### src/rtl/huffman_pkg.sv
// huffman_pkg
// Shared definitions for the Huffman table controller and decoder self-check:
// controller FSM encoding, {w, h, d} field positions inside a table word,
// the clear-to-load latency and the code-table entry validity rule.
package huffman_pkg;

  localparam int unsigned HUF_W     = 8;
  localparam int unsigned HUF_N_ENT = 16;
  localparam int unsigned HUF_AW    = 4;

  // Field index inside a table word; field f occupies bits [f*W +: W].
  localparam int unsigned FLD_D = 0;
  localparam int unsigned FLD_H = 1;
  localparam int unsigned FLD_W = 2;

  // Cycles from the new_conf pulse to the first table read.
  localparam int unsigned CLR_TO_LOAD = 2;

  // Width the validity rule works at; narrower fields are zero-extended.
  localparam int unsigned CHK_W = 32;

  typedef enum logic [2:0] {
    ST_IDLE  = 3'd0,
    ST_CLR   = 3'd1,
    ST_GAP   = 3'd2,
    ST_LOAD  = 3'd3,
    ST_RUN   = 3'd4,
    ST_DRAIN = 3'd5
  } state_e;

  // An entry is usable when its width is 1..width and the code fits in it.
  function automatic logic entry_ok(input logic [CHK_W-1:0] w,
                                    input logic [CHK_W-1:0] h,
                                    input int unsigned      width);
    return (w != '0) && (w <= width) && ((h >> w) == '0);
  endfunction

endpackage

### src/rtl/huffman_entry_chk.sv
// huffman_entry_chk
// Combinational validity check of one code-table entry.
// Ports: w (code width), h (right-aligned code) -> ok (entry usable).
module huffman_entry_chk
  import huffman_pkg::*;
#(
  parameter int unsigned W = HUF_W
) (
  input  logic [W-1:0] w,
  input  logic [W-1:0] h,
  output logic         ok
);

  // Apply the shared rule at its fixed working width.
  always_comb begin
    ok = entry_ok(CHK_W'(w), CHK_W'(h), W);
  end

endmodule

### src/rtl/huffman_cfg_ctrl.sv
// huffman_cfg_ctrl
// Sequences one Huffman decoder: clears its table, streams entries from a
// table memory into its configuration port, then bridges a valid/ack byte
// source onto the decoder's d_req/en_in handshake.
// Ports:
//   clk, rst                  clock, synchronous active-high reset
//   start, n_ent              (re)load request and entry count
//   tbl_rd, tbl_addr, tbl_data table memory (data one cycle after read)
//   new_conf, en_conf, d/h/w_conf  decoder configuration port
//   ready_in, d_req, d_in, en_in   decoder run handshake
//   src_valid, src_data, src_ack   coded-byte source
//   busy, cfg_done, cfg_err, word_cnt  status
module huffman_cfg_ctrl
  import huffman_pkg::*;
#(
  parameter int unsigned W     = 8,
  parameter int unsigned N_ENT = 16,
  parameter int unsigned AW    = 4
) (
  input  logic          clk,
  input  logic          rst,
  input  logic          start,
  input  logic [AW:0]   n_ent,
  output logic          tbl_rd,
  output logic [AW-1:0] tbl_addr,
  input  logic [3*W-1:0] tbl_data,
  output logic          new_conf,
  output logic          en_conf,
  output logic [W-1:0]  d_conf,
  output logic [W-1:0]  h_conf,
  output logic [W-1:0]  w_conf,
  output logic          ready_in,
  input  logic          d_req,
  output logic [W-1:0]  d_in,
  output logic          en_in,
  input  logic          src_valid,
  input  logic [W-1:0]  src_data,
  output logic          src_ack,
  output logic          busy,
  output logic          cfg_done,
  output logic          cfg_err,
  output logic [15:0]   word_cnt
);

  localparam logic [AW:0] N_MAX = (AW+1)'(N_ENT);

  state_e        state_q, state_d;
  logic [AW:0]   n_eff_q, n_eff_d;
  logic [AW:0]   rc_q, rc_d;
  logic [1:0]    gc_q, gc_d;
  // rd_vld: tbl_data holds an entry this cycle; ent_vld: an entry is on the port.
  logic          rd_vld_q, rd_vld_d;
  logic          ent_vld_q, ent_vld_d;
  logic          tbl_rd_q, tbl_rd_d;
  logic [AW-1:0] tbl_addr_q, tbl_addr_d;
  logic          new_conf_q, new_conf_d;
  logic          en_conf_q, en_conf_d;
  logic [W-1:0]  d_conf_q, d_conf_d, h_conf_q, h_conf_d, w_conf_q, w_conf_d;
  logic          ready_in_q, ready_in_d;
  logic [W-1:0]  d_in_q, d_in_d;
  logic          en_in_q, en_in_d;
  logic          src_ack_q, src_ack_d;
  logic          busy_q, busy_d;
  logic          cfg_done_q, cfg_done_d;
  logic          cfg_err_q, cfg_err_d;
  logic [15:0]   word_cnt_q, word_cnt_d;

  logic [W-1:0]  ent_w, ent_h, ent_d;
  logic          ent_ok;
  logic          start_acc, rd_go, xfer;

  assign ent_w = tbl_data[FLD_W*W +: W];
  assign ent_h = tbl_data[FLD_H*W +: W];
  assign ent_d = tbl_data[FLD_D*W +: W];

  huffman_entry_chk #(.W(W)) u_entry_chk (
    .w  (ent_w),
    .h  (ent_h),
    .ok (ent_ok)
  );

  // Next-state logic of the sequencing FSM.
  always_comb begin
    state_d = state_q;
    case (state_q)
      ST_IDLE:  if (start) state_d = ST_CLR; else state_d = ST_IDLE;
      ST_CLR:   state_d = ST_GAP;
      ST_GAP:   if (gc_q == 2'd0) state_d = ST_LOAD; else state_d = ST_GAP;
      // Leave after the cycle showing the final entry (or at once when empty).
      ST_LOAD:  if ((n_eff_q == '0) || (ent_vld_q && !rd_vld_q)) state_d = ST_RUN;
                else state_d = ST_LOAD;
      ST_RUN:   if (start) state_d = ST_DRAIN; else state_d = ST_RUN;
      ST_DRAIN: state_d = ST_CLR;
      default:  state_d = ST_IDLE;
    endcase
  end

  // Output and datapath next values, registered below.
  always_comb begin
    start_acc  = start && ((state_q == ST_IDLE) || (state_q == ST_RUN));
    // Reads start from the last GAP cycle so address 0 lands in the first LOAD cycle.
    rd_go      = (((state_q == ST_GAP) && (gc_q == 2'd0)) || (state_q == ST_LOAD))
                 && (rc_q < n_eff_q);
    // A start in RUN blocks the transfer sampled on the same edge.
    xfer       = (state_q == ST_RUN) && !start && d_req && src_valid;

    n_eff_d    = n_eff_q;
    rc_d       = rc_q;
    gc_d       = gc_q;
    rd_vld_d   = tbl_rd_q;
    ent_vld_d  = rd_vld_q;
    tbl_rd_d   = 1'b0;
    tbl_addr_d = tbl_addr_q;
    new_conf_d = (state_d == ST_CLR);
    en_conf_d  = 1'b0;
    d_conf_d   = d_conf_q;
    h_conf_d   = h_conf_q;
    w_conf_d   = w_conf_q;
    ready_in_d = (state_d == ST_RUN);
    busy_d     = (state_d == ST_CLR) || (state_d == ST_GAP) ||
                 (state_d == ST_LOAD) || (state_d == ST_DRAIN);
    d_in_d     = d_in_q;
    en_in_d    = 1'b0;
    src_ack_d  = 1'b0;
    cfg_done_d = cfg_done_q;
    cfg_err_d  = cfg_err_q;
    word_cnt_d = word_cnt_q;

    if (start_acc) begin
      n_eff_d = (n_ent > N_MAX) ? N_MAX : n_ent;
    end else begin
      n_eff_d = n_eff_q;
    end

    if (state_q == ST_CLR) begin
      rc_d = '0;
      gc_d = 2'(CLR_TO_LOAD - 2);
    end else if ((state_q == ST_GAP) && (gc_q != 2'd0)) begin
      gc_d = gc_q - 2'd1;
    end else begin
      gc_d = gc_q;
    end

    if (rd_go) begin
      tbl_rd_d   = 1'b1;
      tbl_addr_d = rc_q[AW-1:0];
      rc_d       = rc_q + (AW+1)'(1);
    end else begin
      tbl_rd_d   = 1'b0;
    end

    // Fields always follow the entry; only good entries raise en_conf.
    if (rd_vld_q) begin
      d_conf_d  = ent_d;
      h_conf_d  = ent_h;
      w_conf_d  = ent_w;
      en_conf_d = ent_ok;
    end else begin
      en_conf_d = 1'b0;
    end

    if (start_acc) begin
      cfg_done_d = 1'b0;
      cfg_err_d  = 1'b0;
      word_cnt_d = 16'd0;
    end else begin
      if ((state_q == ST_LOAD) && (state_d == ST_RUN)) cfg_done_d = 1'b1;
      else cfg_done_d = cfg_done_q;
      if (rd_vld_q && !ent_ok) cfg_err_d = 1'b1;
      else cfg_err_d = cfg_err_q;
      if (xfer) word_cnt_d = word_cnt_q + 16'd1;
      else word_cnt_d = word_cnt_q;
    end

    if (xfer) begin
      en_in_d   = 1'b1;
      src_ack_d = 1'b1;
      d_in_d    = src_data;
    end else begin
      en_in_d   = 1'b0;
    end
  end

  // State and output registers with synchronous reset.
  always_ff @(posedge clk) begin
    if (rst) begin
      state_q    <= ST_IDLE;
      n_eff_q    <= '0;
      rc_q       <= '0;
      gc_q       <= 2'd0;
      rd_vld_q   <= 1'b0;
      ent_vld_q  <= 1'b0;
      tbl_rd_q   <= 1'b0;
      tbl_addr_q <= '0;
      new_conf_q <= 1'b0;
      en_conf_q  <= 1'b0;
      d_conf_q   <= '0;
      h_conf_q   <= '0;
      w_conf_q   <= '0;
      ready_in_q <= 1'b0;
      d_in_q     <= '0;
      en_in_q    <= 1'b0;
      src_ack_q  <= 1'b0;
      busy_q     <= 1'b0;
      cfg_done_q <= 1'b0;
      cfg_err_q  <= 1'b0;
      word_cnt_q <= 16'd0;
    end else begin
      state_q    <= state_d;
      n_eff_q    <= n_eff_d;
      rc_q       <= rc_d;
      gc_q       <= gc_d;
      rd_vld_q   <= rd_vld_d;
      ent_vld_q  <= ent_vld_d;
      tbl_rd_q   <= tbl_rd_d;
      tbl_addr_q <= tbl_addr_d;
      new_conf_q <= new_conf_d;
      en_conf_q  <= en_conf_d;
      d_conf_q   <= d_conf_d;
      h_conf_q   <= h_conf_d;
      w_conf_q   <= w_conf_d;
      ready_in_q <= ready_in_d;
      d_in_q     <= d_in_d;
      en_in_q    <= en_in_d;
      src_ack_q  <= src_ack_d;
      busy_q     <= busy_d;
      cfg_done_q <= cfg_done_d;
      cfg_err_q  <= cfg_err_d;
      word_cnt_q <= word_cnt_d;
    end
  end

  assign tbl_rd   = tbl_rd_q;
  assign tbl_addr = tbl_addr_q;
  assign new_conf = new_conf_q;
  assign en_conf  = en_conf_q;
  assign d_conf   = d_conf_q;
  assign h_conf   = h_conf_q;
  assign w_conf   = w_conf_q;
  assign ready_in = ready_in_q;
  assign d_in     = d_in_q;
  assign en_in    = en_in_q;
  assign src_ack  = src_ack_q;
  assign busy     = busy_q;
  assign cfg_done = cfg_done_q;
  assign cfg_err  = cfg_err_q;
  assign word_cnt = word_cnt_q;

endmodule
### config.mk
export PLATFORM = sky130hd
export DESIGN_NAME = huffman_cfg_ctrl
export DESIGN_NICKNAME = d
export VERILOG_FILES = /design/src/rtl/huffman_pkg.sv /design/src/rtl/huffman_entry_chk.sv /design/src/rtl/huffman_cfg_ctrl.sv
export SDC_FILE = /design/constraint.sdc
export NUM_CORES = 1
export LEC_CHECK = 0
export ABC_AREA = 0
export CORE_AREA = 2 2 84 86
export CTS_CLUSTER_DIAMETER = 50
export CTS_CLUSTER_SIZE = 24
export DETAILED_ROUTE_END_ITERATION = 8
export DIE_AREA = 0 0 86 88
export DONT_BUFFER_PORTS = 1
export GPL_TIMING_DRIVEN = 0
export SLEW_MARGIN = 20
export SYNTH_ARGS = -nofsm -noshare
export SYNTH_HDL_FRONTEND = slang
export SYNTH_HIERARCHICAL = 1
export SYNTH_SLANG_ARGS = --single-unit
### constraint.sdc
create_clock -name clk -period 2.4 [get_ports clk]
set_input_delay 0.48 -clock clk [delete_from_list [all_inputs] [get_ports clk]]
set_output_delay 0.48 -clock clk [all_outputs]
set_load 0.01 [all_outputs]
# Word level (Yosys, flattened, before mapping)
# Cells that the tools add are included.
[classes] n_reduce_logical=31 addsub=3 n_shift=1 n_bitwise=1 n_lt_le_gt_ge=3 eq_ne=10 n_mux=10 div_mod_pow=0 multipliers=0
[ops] op="logical NOT 32 bit" n=1
[ops] op="right shift 8 x 8 -> 32 bit" n=1
[ops] op="case mux 3 bit (6 select lines)" n=1
[ops] op="adder 16 x 1 -> 16 bit, second input constant" n=1
[ops] op="two-way mux 5 bit" n=3
[ops] op="== test 3 x 2 -> 1 bit, second input constant" n=4
[ops] op="== test 3 bit, second input constant" n=4
[ops] op="logical AND 1 bit" n=12
[ops] op="<= comparator 8 x 4 -> 1 bit, second input constant" n=1
[ops] op="nonzero test 8 bit" n=1
[ops] op="== test 3 x 1 -> 1 bit, second input constant" n=2
[ops] op="logical OR 1 bit" n=6
[ops] op="OR reduction 2 bit" n=3
[ops] op="adder 5 x 1 -> 5 bit, second input constant" n=1
[ops] op="> comparator 5 bit, second input constant" n=1
[ops] op="logical NOT 5 bit" n=1
[ops] op="less-than comparator 5 bit" n=1
[ops] op="two-way mux 1 bit" n=5
[ops] op="nonzero test 2 bit" n=2
[ops] op="logical NOT 1 bit" n=3
[ops] op="logical NOT 3 bit" n=1
[ops] op="two-way mux 3 bit" n=1
[ops] op="logical NOT 2 bit" n=1
[ops] op="subtractor 2 x 1 -> 2 bit, second input constant" n=1
[ops] op="inverter 1 bit" n=1
[totals] reg_bits=77 n_memories=0 romBits=0 mem_bits_rw=0 wordCells=79 out_inout_bits=61 latch_bits=0

# Logic depth before layout (Yosys ltp)
# Gate-level depths: netlist of run 1.
[depth] ltp_word=9 mapped_depth=8 ltp_nobuf=7

# Modules after synthesis
# The synthesis of run 1 kept the hierarchy.
[modules_own_cells] module="huffman_cfg_ctrl" cells_each=327 seq_area_each_um2=1541.5 area_each_um2=3125.5 n_inst=1
[modules_own_cells] module="huffman_entry_chk" cells_each=14 seq_area_each_um2=0.0 area_each_um2=85.1 n_inst=1

# Worst setup path after synthesis of run 1
# No wires, ideal clock.
[synth_timing] path_type="in2reg" startpoint="input start" endpoint="register word_cnt_q[10] (netlist: word_cnt[10])" path_slack_ps=695 setup_time_ps=117 path_buffers=0 stages=5 arrival_time_ps=1588 t_required_ps=2283 path_cell_list="nand4b_2 -> or4_4 -> nor3_2 -> xnor2_1 -> nor2_2"
[synth_via] elab_chain_len=4
[synth_lines] element="from (decl)" line_no="huffman_cfg_ctrl.sv:22" rtl="input logic start,"
[synth_lines] element="logical NOT 1 bit" line_no="huffman_cfg_ctrl.sv:105" rtl="xfer = (state_q == ST_RUN) && !start && d_req && src_valid;"
[synth_lines] element="logical AND 1 bit (3 in series)" line_no="huffman_cfg_ctrl.sv:105"
[synth_lines] element="to (signal assigned)" line_no="huffman_cfg_ctrl.sv:229" rtl="word_cnt_q <= word_cnt_d;"
[synth_lines] element="to (decl)" line_no="huffman_cfg_ctrl.sv:66" rtl="logic [15:0] word_cnt_q, word_cnt_d;"
# Several ways; a longest one is shown, not always the timed one.
# A chain may end at the register's enable or synchronous reset.

# Final worst setup path of run 1
[layout_timing] startpoint="register state_q[1]" endpoint="register word_cnt_q[6] (netlist: word_cnt[6])"
[layout_via] elab_chain_len=4
[layout_lines] element="from (decl)" line_no="huffman_cfg_ctrl.sv:47" rtl="state_e state_q, state_d;"
[layout_lines] element="from (signal assigned)" line_no="huffman_cfg_ctrl.sv:209" rtl="state_q <= state_d;"
[layout_lines] element="== test 3 bit or logical NOT 3 bit (tied branches)" line_no="huffman_cfg_ctrl.sv:100, huffman_cfg_ctrl.sv:105"
[layout_lines] element="logical OR 1 bit or logical AND 1 bit (tied branches)" line_no="huffman_cfg_ctrl.sv:100, huffman_cfg_ctrl.sv:105"
[layout_lines] element="logical AND 1 bit, on equally long branches" line_no="huffman_cfg_ctrl.sv:100, huffman_cfg_ctrl.sv:105"
[layout_lines] element="OR reduction 2 bit (no source line) or logical AND 1 bit (tied branches)"
# Several ways; a longest one is shown, not always the timed one.

==> flow_summary.yaml, run 1 <==
layout:
  fin_nets: 401
  drive_above_1_share_pct: 10.4
  syn_to_final_growth_pct: 9.74
  num_antenna_cells: 0
  nFillCells: 611
  regArea_sq_um: 1540
  multi_input_area_sq_um: 1550
  design_area_sq_um: 3520
sta:
  post-route-min-period_ns: 1.95
  fin_crit_sh_pct: 81.4
  finClkSkew_ns: 0.00641
  fmax_ghz: 0.512
  rsz0062_at_grt: "false"
  tightest_slew_ns: 0.756
  slew_viol_final: 0
  finalHoldViolCount: 0
  finalSetupTns_ns: 0
  whs_ns: 0.218
  setup_violations: 0
  setup_ws_ns: 0.446
  slew_headroom_pct: 49.6
setup_path:
  required_ns: 2.63
  end_kind: "flop"
  path_class: "reg -> reg"
  arrival_ns: 2.18
  crit_fanout: 10
  r2r_cells: 6
  start_kind: "flop"
routing:
  num_vias: 2314
  drc: 0
  dr.pass1.iters: 4
  drtIter0Drc: 135
  routedWlPerCell_um: 15.2
  ant_nets: 0
  totalWireLength_um: 6630
  vias_per_cell: 5.31
clock_tree:
  path_clk_slew_ns: 0.08
  cts_sinks: 77
  cts_setup_buffers: 0
  clockBufferDepth: 2
  cts_tree: "built"
  cts_resized: 0
  htreeDepth: 3
  cts_root_buf: "clkbuf_8"
  numCtsBuffers: 9
  holdBufCountCts: 0
  insertion_delay_ns: 0.34
min_path:
  hp-class: "in -> reg"
  hold_depth: 1
yosys:
  synth_area_leader_cell: "dfxtp_1"
  avgSynthCellArea_sq_um: 9.42
  ys_top_cells_by_area: "dfxtp_1 48%, mux2i_1 12%, nor2_1 8.0%, xnor2_1 3.0%, ha_1 2.7%"
  ys_top_cells_by_count: "77 x dfxtp_1, 68 x nor2_1, 38 x mux2i_1, 17 x a21oi_1"
  netlist_area_sq_um: 3210
  ys.flop_type: "dfxtp_1"
  post-synth-top-count-cell: "dfxtp_1"
  synth_warnings: 6
  yosys.area.top_type_share_pct: 48.0
  synth_cells: 341
  ys_seq_area_share_pct: 48.0
  synth_edf_count: 0
  async_reset_ff_share_pct: 0
  syn_nets: 390
  synth_cell_type_count: 50
  ys_seq_elements: 77
global_route:
  grt_pass1_wl_um: 10600
  grt_max_degree: 14
  antenna_found_initial: 0
  grtUsageMet1_pct: 22.9
  grt_use_met3_pct: 6.79
  grt_remaining_overflow: 0
  grt_use_met2_pct: 27.3
  grt_busiest_layer: "met2"
  grt_pass1_vias: 2240
  grt_usage_pct: 17.8
floorplanning:
  core_sq_um: 6640
  die_width_um: 86
  start_util_pct: 48.3
  fp-row-count: 30
  die_y_um: 88
  boundaryPins: 103
  dieArea_sq_um: 7570
power_and_ir_drop:
  power.total_mw: 2.55
  ir_drop_mv: 0.298
  p_leak_nw: 1.24
  powerDensity_nw_per_um2: 722
placement:
  place_ws_ns: 0.415
  place.gp.congestion: 0.860
  portBuffers: 0
  placed_cell_area_sq_um: 3310
  place_hpwl_um: 4830
flow_run:
  drv_cap: 0
run_status:
  status: "complete, no violations"
## critical path, stage by stage (launching register included)
cell and delay (ns):
dfxtp_1 0.39, nor2_1 0.27, nand2_1 0.27, nand2b_1 0.15, clkbuf_1 0.36, buf_2 0.32, nor2_1 0.08
## path summary, 6_finish.rpt
kind | from | to | slack (ns)
max | state_q[1]$_SDFF_PP0_ | word_cnt[6]$_SDFFE_PP0P_ | 0.45
min | rst | state_q[2]$_SDFF_PP0_ | 0.22
max reg2reg | state_q[1]$_SDFF_PP0_ | word_cnt[6]$_SDFFE_PP0P_ | 0.45
min reg2reg | n_eff_q[4]$_SDFFE_PP0P_ | n_eff_q[4]$_SDFFE_PP0P_ | 0.48
## sequential cells by signal (all words and copies together), names as in the netlist, 2 cells and up
signal / flops
gc_q: 2
d_conf: 8
word_cnt: 16
tbl_addr: 4
d_in: 8
h_conf: 8
n_eff_q: 5
w_conf: 8
state_q: 3
rc_q: 5
## power breakdown
| group | switching (mW) | internal (mW) |
|---|---|---|
| clock network | 0.466 | 0.580 |
| registers | 0.0253 | 1.30 |
| logic | 0.112 | 0.0620 |
| total | 0.604 | 1.94 |
## placed cells by master, fill, tap and decap left out, types with 2 or more instances in the layout
cell and n:
dfxtp_1 77, nor2_1 68, mux2i_1 38, a21oi_1 17, inv_1 13, nand3_1 13, nand2_1 12, xnor2_1 11
clkbuf_8 9, clkbuf_1 8, ha_1 7, nand2b_1 5, nor3_1 5, nor3b_1 5, buf_2 4, nor3_2 4
xor2_1 4, a21o_1 4, nand4_1 3, nor2_2 3, nor2b_1 3, and2_1 3, buf_1 2, or2_2 2
a31oi_1 2, buf_4 2, o21ai_0 2, clkinvlp_4 2, bufinv_16 2
## final cells by class
| type | count | share of cell area [%] |
|---|---|---|
| plain buffers | 16 | 2.06 |
| well taps | 80 | 2.84 |
| multi-input cells | 235 | 43.9 |
| flip-flops and latches | 77 | 43.8 |
| clock inverters | 6 | 2.52 |
| clock buffers | 9 | 3.52 |
| inverters | 13 | 1.38 |
## kinds of logic after synthesis
group                    Yosys count  synth area share (%)
adder cells (fa/ha/maj)            7                  2.73
AND/OR/NAND/NOR                  139                  22.3
flip-flops                        77                  48.0
XOR/XNOR                          15                  4.09
AO/OA/AOI/OAI                     36                  7.25
multiplexers                      38                  11.8
buffers and inverters             29                  3.78
## metal layers
metal | routed length [um] | vias up
met5 | 0 | -
met4 | 47 | 0
met3 | 513 | 4
met2 | 3020 | 75
met1 | 3050 | 1050
li1 | - | 1185
## stage by stage
stage                     cells  utilization [%]
after floorplan             341                -
after global placement      421             49.8
after detailed placement    421             49.8
after CTS                   436             53.0
after global routing        436             53.0
final                       436             53.0
Power figures use the tool's default switching activity.
==> run 2, diff against run 1 <==
==> constraint.sdc (replaced) <==
create_clock -name clk -period 1.95 [get_ports clk]
set_input_delay 0.39 -clock clk [delete_from_list [all_inputs] [get_ports clk]]
set_output_delay 0.39 -clock clk [all_outputs]
set_load 0.01 [all_outputs]
==> run 2 against run 1 <==
Net effect:
- clock skew is 0.0029 ns higher
- flip-flop and latch count unchanged
- highest routed layer unchanged
- first-iteration DRC count fell by 8.9%
- sequential power rose by 23%
- global-route usage barely moved
==> flow_summary.yaml, run 2 (synthesis results as in run 1) <==
run_status:
  status: "complete, no violations"
floorplanning:
  boundaryPins: 103
  fp-row-count: 30
  die_width_um: 86
  start_util_pct: 48.3
  dieArea_sq_um: 7570
  core_sq_um: 6640
  die_y_um: 88
sta:
  setup_violations: 0
  finClkSkew_ns: 0.00935
  finalSetupTns_ns: 0
  whs_ns: 0.128
  slew_viol_final: 0
  fin_crit_sh_pct: 93.8
  fmax_ghz: 0.547
  finalHoldViolCount: 0
  post-route-min-period_ns: 1.83
  slew_headroom_pct: 64.2
  tightest_slew_ns: 0.536
placement:
  portBuffers: 0
  placed_cell_area_sq_um: 3310
  place.gp.congestion: 0.860
  place_hpwl_um: 4830
global_route:
  grt_use_met3_pct: 6.79
  grt_pass1_vias: 2230
  grt_use_met2_pct: 27.1
  grt_max_degree: 14
  grt_remaining_overflow: 0
  grt_usage_pct: 17.8
  grtUsageMet1_pct: 23.0
  antenna_found_initial: 0
  grt_pass1_wl_um: 10600
  grt_busiest_layer: "met2"
routing:
  vias_per_cell: 5.34
  drc: 0
  totalWireLength_um: 6750
  routedWlPerCell_um: 15.4
  ant_nets: 0
  num_vias: 2334
  drtIter0Drc: 123
  dr.pass1.iters: 4
clock_tree:
  cts_root_buf: "clkbuf_8"
  holdBufCountCts: 0
  htreeDepth: 3
  clockBufferDepth: 2
  cts_sinks: 77
  insertion_delay_ns: 0.34
  path_clk_slew_ns: 0.08
  numCtsBuffers: 9
  cts_tree: "built"
layout:
  layout_commonest_cell: "dfxtp_1"
  design_area_sq_um: 3570
  largest_register_ffs: 16
  utilization_pct: 53.8
  syn_to_final_growth_pct: 11.3
  num_antenna_cells: 0
  drive_above_1_share_pct: 12.0
  most-common-layout-cells: "76 x dfxtp_1, 68 x nor2_1, 38 x mux2i_1"
  fin_nets: 402
power_and_ir_drop:
  p_leak_nw: 1.25
  ir_drop_mv: 0.364
  powerDensity_nw_per_um2: 883
setup_path:
  end_kind: "flop"
  path_class: "reg -> reg"
  crit_fanout: 10
  required_ns: 2.16
  arrival_ns: 2.04
  start_kind: "flop"
min_path:
  hp-class: "in -> reg"
flow_run:
  drv_cap: 0
## run 2: worst paths after layout
path                                         startpoint                  endpoint  slack (ns)  cells past startpoint
worst max register to register  n_eff_q[2]$_SDFFE_PP0P_  tbl_addr[1]$_SDFFE_PP0P_        0.12                      8
worst min-delay path                                rst     state_q[2]$_SDFF_PP0_        0.13                      1
worst max-delay path            n_eff_q[2]$_SDFFE_PP0P_  tbl_addr[1]$_SDFFE_PP0P_        0.12                      8
worst min register to register  n_eff_q[4]$_SDFFE_PP0P_   n_eff_q[4]$_SDFFE_PP0P_        0.48                      2
## run 2: cell type report
class / instances / area, sq um
Clock buffer: 9 / 124
Tap cell: 80 / 100
Inverter: 13 / 48.8
Fill cell: 602 / 3070
Sequential cell: 77 / 1540
Timing Repair Buffer: 2 / 15.0
Multi-Input combinational cell: 235 / 1590
Clock inverter: 6 / 88.8
Buffer: 15 / 70.1
## run 2: report_power, final
part,switching (mW),internal (mW)
logic,0.147,0.0841
clock network,0.582,0.713
registers,0.0314,1.60
## run 2: stage by stage
step | cells | power, mW | setup slack, ns
2_1_floorplan | 341 | 1.83 | 0.271
3_3_place_gp | 421 | 1.88 | 0.00316
3_5_place_dp | 421 | 1.89 | -0.0354
4_1_cts | 435 | 3.18 | 0.0881
5_1_grt | 437 | 3.29 | -0.0243
6_report | 437 | 3.16 | 0.121
## run 2: worst max-delay path, stage by stage, from the launching register on
cell and delay (ns):
dfxtp_1 0.36, inv_1 0.05, ha_1 0.34, a21o_1 0.23, a31oi_4 0.21, o21ai_4 0.11
buf_4 0.20, mux2i_1 0.15, nor2_1 0.05
## run 2: timing repair
item                                    in CTS  in global routing
endpoints found under the setup margin      10                 18
setup buffers                                0                  2
gates resized for setup                      0                  7
endpoints found under the hold margin        0                  0
pin swaps                                    0                  1
## run 2: layer usage
metal | vias up | part of all wire, %
met4 | 0 | 0.70
met3 | 4 | 7.4
met2 | 77 | 46
met1 | 1069 | 46
li1 | 1184 | -
met5 | - | 0
